**src/rtl/mem_arb_pkg.sv**
```systemverilog
// Shared types and constants for the fetch/data memory arbiter.
package mem_arb_pkg;

    typedef enum logic [1:0] {
        IDLE = 2'd0,
        BUSY = 2'd1,
        RESP = 2'd2
    } arb_state_e;

    typedef enum logic {
        GNT_IF = 1'b0,
        GNT_DM = 1'b1
    } arb_gnt_e;

    // addi x0, x0, 0 -- handed to fetch when the memory never answers
    localparam logic [31:0] NOP_INSN = 32'h0000_0013;

endpackage

```
**src/rtl/mem_arbiter.sv**
```systemverilog
// Serialises instruction-fetch and data-memory requests onto one single-port
// memory, with a watchdog that turns a hung access into a NOP/zero response.
module mem_arbiter
    import mem_arb_pkg::*;
#(
    parameter int DATA_WIDTH     = 32,
    parameter int ADDRESS_WIDTH  = 32,
    parameter int TIMEOUT_CYCLES = 16
) (
    input  logic                     clk,
    input  logic                     rst,
    input  logic                     if_req,
    input  logic [ADDRESS_WIDTH-1:0] if_addr,
    output logic [DATA_WIDTH-1:0]    if_rdata,
    output logic                     if_ack,
    input  logic                     dm_req,
    input  logic                     dm_we,
    input  logic [ADDRESS_WIDTH-1:0] dm_addr,
    input  logic [DATA_WIDTH-1:0]    dm_wdata,
    output logic [DATA_WIDTH-1:0]    dm_rdata,
    output logic                     dm_ack,
    output logic                     mem_req,
    output logic                     mem_we,
    output logic [ADDRESS_WIDTH-1:0] mem_addr,
    output logic [DATA_WIDTH-1:0]    mem_wdata,
    input  logic [DATA_WIDTH-1:0]    mem_rdata,
    input  logic                     mem_ack,
    output logic                     stall_if,
    output logic                     stall_mem,
    output logic                     bus_err
);

    localparam int TIMER_W = $clog2(TIMEOUT_CYCLES);
    localparam logic [TIMER_W-1:0] TIMER_LAST = TIMER_W'(TIMEOUT_CYCLES - 1);

    arb_state_e               state_q;
    arb_gnt_e                 gnt_q;
    arb_gnt_e                 gnt_d;
    logic [TIMER_W-1:0]       timer_q;
    logic                     mem_req_q;
    logic                     mem_we_q;
    logic [ADDRESS_WIDTH-1:0] mem_addr_q;
    logic [DATA_WIDTH-1:0]    mem_wdata_q;
    logic [DATA_WIDTH-1:0]    if_rdata_q;
    logic [DATA_WIDTH-1:0]    dm_rdata_q;
    logic                     if_ack_q;
    logic                     dm_ack_q;
    logic                     bus_err_q;

    // Data normally wins; after a data grant a waiting fetch goes first.
    always_comb begin
        gnt_d = GNT_IF;
        if (dm_req && !(if_req && gnt_q == GNT_DM)) begin
            gnt_d = GNT_DM;
        end
    end

    always_ff @(posedge clk) begin
        if (rst) begin
            state_q     <= IDLE;
            gnt_q       <= GNT_IF;
            timer_q     <= '0;
            mem_req_q   <= 1'b0;
            mem_we_q    <= 1'b0;
            mem_addr_q  <= '0;
            mem_wdata_q <= '0;
            if_rdata_q  <= '0;
            dm_rdata_q  <= '0;
            if_ack_q    <= 1'b0;
            dm_ack_q    <= 1'b0;
            bus_err_q   <= 1'b0;
        end else begin
            case (state_q)
                IDLE: begin
                    if (if_req || dm_req) begin
                        gnt_q     <= gnt_d;
                        mem_req_q <= 1'b1;
                        timer_q   <= '0;
                        state_q   <= BUSY;
                        if (gnt_d == GNT_DM) begin
                            mem_we_q    <= dm_we;
                            mem_addr_q  <= dm_addr;
                            mem_wdata_q <= dm_wdata;
                        end else begin
                            mem_we_q    <= 1'b0;
                            mem_addr_q  <= if_addr;
                            mem_wdata_q <= '0;
                        end
                    end
                end
                BUSY: begin
                    // An ack on the expiry cycle still wins over the timeout.
                    if (mem_ack) begin
                        if (gnt_q == GNT_DM) begin
                            dm_rdata_q <= mem_rdata;
                            dm_ack_q   <= 1'b1;
                        end else begin
                            if_rdata_q <= mem_rdata;
                            if_ack_q   <= 1'b1;
                        end
                        mem_req_q <= 1'b0;
                        state_q   <= RESP;
                    end else if (timer_q == TIMER_LAST) begin
                        if (gnt_q == GNT_DM) begin
                            dm_rdata_q <= '0;
                            dm_ack_q   <= 1'b1;
                        end else begin
                            if_rdata_q <= DATA_WIDTH'(NOP_INSN);
                            if_ack_q   <= 1'b1;
                        end
                        bus_err_q <= 1'b1;
                        mem_req_q <= 1'b0;
                        state_q   <= RESP;
                    end else begin
                        timer_q <= timer_q + TIMER_W'(1);
                    end
                end
                RESP: begin
                    if_ack_q  <= 1'b0;
                    dm_ack_q  <= 1'b0;
                    timer_q   <= '0;
                    mem_req_q <= 1'b0;
                    state_q   <= IDLE;
                end
                default: begin
                    state_q <= IDLE;
                end
            endcase
        end
    end

    assign mem_req   = mem_req_q;
    assign mem_we    = mem_we_q;
    assign mem_addr  = mem_addr_q;
    assign mem_wdata = mem_wdata_q;
    assign if_rdata  = if_rdata_q;
    assign dm_rdata  = dm_rdata_q;
    assign if_ack    = if_ack_q;
    assign dm_ack    = dm_ack_q;
    assign bus_err   = bus_err_q;
    assign stall_if  = if_req & ~if_ack_q;
    assign stall_mem = dm_req & ~dm_ack_q;

endmodule

```
**config.mk**
```make
export PLATFORM = sky130hd
export DESIGN_NAME = mem_arbiter
export DESIGN_NICKNAME = d
export VERILOG_FILES = /design/src/rtl/mem_arb_pkg.sv /design/src/rtl/mem_arbiter.sv
export SDC_FILE = /design/constraint.sdc
export NUM_CORES = 1
export LEC_CHECK = 0
export CORE_MARGIN = 3
export CORE_UTILIZATION = 41
export CTS_CLUSTER_SIZE = 16
export DETAILED_ROUTE_END_ITERATION = 10
export GPL_ROUTABILITY_DRIVEN = 0
export PLACE_DENSITY_LB_ADDON = 0.2
export SLEW_MARGIN = 20
export SYNTH_ARGS = -nofsm -noshare
export SYNTH_HDL_FRONTEND = slang
export SYNTH_SLANG_ARGS = --single-unit
```
**constraint.sdc**
```tcl
create_clock -name clk -period 1.8 [get_ports clk]
set_input_delay 0.27 -clock clk [delete_from_list [all_inputs] [get_ports clk]]
set_output_delay 0.27 -clock clk [all_outputs]
set_load 0.05 [all_outputs]
```
==> metrics.txt <==
Hold Crit Class=primary input to flip-flop; I/O pin total=269; H-tree depth=4; Min-Delay Startpoint=rst; Worst Setup End Kind=flip-flop; Reg2Reg Depth=6; initial antenna violation count=0; CP Class=flip-flop to flip-flop; placed cell count=1,018; GRT Total Usage=22.91%; met1 WL=6.502 mm; Synth Instances=612; worst reg2reg setup slack=0.12 ns; Final Non-Filler Cells=1,050; Psw=2.902 mW; Die Wd=122.0 um; FMAX=596.7 MHz; hold path endpoint=mem_wdata[5]; unrepaired setup endpoints after global routing=false; yosys warns=0; Post-Place Setup Slack=-0.05610 ns; cts bufs inserted=17; DRT Wirelength=17.44 mm; hold path cells=2; Starting Density=42.82%; Startpoint Class=flip-flop; Critical path buffers and inverters=1; post-DR vias/cell=5.225; antenna-violating nets left=0; Slew @ Worst Pin=0.5334 ns; Distinct cells, synth=34; Mapped Nets=752; input/output buffers=268; max-cap check violation count=0; CTS Sinks=140; share of the synthesized area in the top cell type=50.83%; post-DP HPWL=12.76 mm; clock root cell=clkbuf_16; Die Y=122.0 um; CP peak stage delay=0.42 ns; die area=0.01488 sq mm; final core utilization=68.62%; DR iter-0 viols=337; gr ovfl total=0; wire length on met2=8.983 mm; Routed wire per std cell=16.61 um; Clk pwr share=37.4%; Max-Slew Margin vs Limit=64.58%; later-pin clock latency in the skew report=0.42 ns; sequential element share of the synthesized area=50.83%; first drt pass iteration count=6; Async S/R FF share, synth=0%; worst IR drop on VDD=835.2 uV; sw frac=30.95%; RR Endpoint=timer_q[3]; fin crit period=1.676 ns; Seq pwr share=36.9%; synthesized cell area=0.005514 sq mm; n_diodes=0; Combinational Power Share=25.8%; Worst-path clk slew=0.06 ns; TritonCTS clock tree=done; Clock Path Buffers=2; pwr dens=1061 mW/mm^2; Synth Area per Inst=9.010 sq um; largest net degree at the start of global routing=55; Final Hold Violating Endpoints=0; Commonest cells post-synth=dfxtp_1, a21oi_1, nor2_1; worst-path fanout max=6; CP top delay family=compound AO/OA/AOI/OAI gates; slack of the critical path=0.1242 ns; Leak Pwr=3.770 nW; cell breakdown of the critical path=inv_1 -> ha_1 -> and4_1 -> a2111o_1 -> o21ai_1 -> a21oi_1; Most used DFF post-synth=dfxtp_1; WP data required=2.11 ns; Int Pwr=6.473 mW; status=complete, no violations; # rows=41; top-count cell post-synth=dfxtp_1; Synth Register Bits=140; clock skew=0.007043 ns; setup_tns=0 ns; max-slew violation count=0; EDFF count, synth=0; synth top area cells=dfxtp_1, a21oi_1, mux2i_1; worst r2r src=state_q[1]; # setup viols final=0; via count=5,486; first-pass GRT wire length=26.97 mm; crit path DAT=1.99 ns; Core Box Area=0.01288 sq mm; slowest CP cell=a2111o_1; fin nets=1,005; layout cells sized above 1=11.73%; met3 routed WL=1.662 mm; vias in the first global route=5,507; residual DRC count=0; period utilisation layout=93.10%; top layer used by detailed routing=met4; post-CTS setup buffer count=0; biggest area consumer among synthesized cells=dfxtp_1; area delta synth->final=60.24%
## worst max-delay path by stage
stage / start / end / slack, ns / depth (start not counted)
floorplan: state_q[0] / timer_q[3] / 0.18 / 6
global placement: if_req / timer_q[3] / -0.05 / 5
detailed placement: if_req / timer_q[3] / -0.06 / 5
CTS: state_q[0] / timer_q[3] / 0.08 / 6
global route: timer_q[1] / if_rdata[23] / 0.03 / 6
finish: state_q[1] / timer_q[3] / 0.12 / 6
## power by group through the flow
stage               Combinational [mW]  Sequential (mW)  Clock [mW]
finish                            2.41             3.46        3.50
floorplan                        0.793             4.25           0
global placement                  2.48             3.51           0
global route                      2.56             3.48        3.71
detailed placement                2.52             3.53           0
CTS                               2.43             3.46        3.56
## final cells by class
| type | instances | area, sq um |
|---|---|---|
| fill | 1068 | 4040 |
| sequential | 140 | 2804 |
| timing repair buffer | 293 | 2783 |
| multi-input combinational | 409 | 2417 |
| clock buffer | 27 | 523.0 |
| tap | 172 | 215.2 |
| clock inverter | 5 | 78.83 |
| inverter | 4 | 15.01 |
## registers in the layout, summed over array words and instances (netlist names), 2 cells and up
signal / flops
dm_rdata: 32
if_rdata: 32
mem_addr: 32
mem_wdata: 32
state_q: 2
timer_q: 4
## what timing repair did
item,in CTS,in global routing
gates resized for setup,96,3
setup endpoints to repair,96,7
hold buffers,0,0
endpoints found under the hold margin,0,0
## layout by cell type (no fill, tap or decap), types with 2 or more instances in the layout
cell type / n
a211oi_1: 35
a21oi_1: 71
a22oi_1: 33
a31oi_1: 2
and2_1: 2
buf_12: 11
buf_4: 54
bufinv_16: 2
clkbuf_1: 4
clkbuf_16: 17
clkbuf_8: 6
clkdlybuf4s50_1: 131
clkinv_2: 2
dfxtp_1: 139
dlygate4sd2_1: 96
ha_1: 5
inv_1: 4
mux2i_1: 33
nand2_1: 69
nand3_1: 32
nand3b_1: 3
nand4_1: 32
nor2_1: 71
nor2b_1: 2
o21ai_0: 3
## worst register-to-register path, stage by stage, from the launching register on
cell and delay, ns:
dfxtp_1 0.33, inv_1 0.08, ha_1 0.26, and4_1 0.25, a2111o_1 0.42, o21ai_1 0.15
a21oi_1 0.08
## layer usage
layer	vias to the layer above	track usage [%]
met5	-	0
met4	0	7.563
met3	29	9.099
met2	222	40.75
met1	2552	24.83
li1	2683	-
## cell families after synthesis
kind of cell,after synthesis,share of synthesized area (%)
AND/OR/NAND/NOR,218,18.13
flip-flops,140,50.83
buffers and inverters,63,5.786
adder cells (fa/ha/maj),6,1.361
AO/OA/AOI/OAI,152,17.90
multiplexers,33,5.991
## stage by stage
| stage | total power, mW | cell area (sq um) | hold slack [ns] |
|---|---|---|---|
| floorplan | 5.045 | 5514 | 0.4326 |
| global placement | 5.998 | 8351 | 0.4417 |
| detailed placement | 6.050 | 8351 | 0.4480 |
| CTS | 9.442 | 8832 | 0.2346 |
| global route | 9.747 | 8836 | 0.2505 |
| finish | 9.375 | 8836 | 0.2391 |
(Power assumes the default switching activity.)
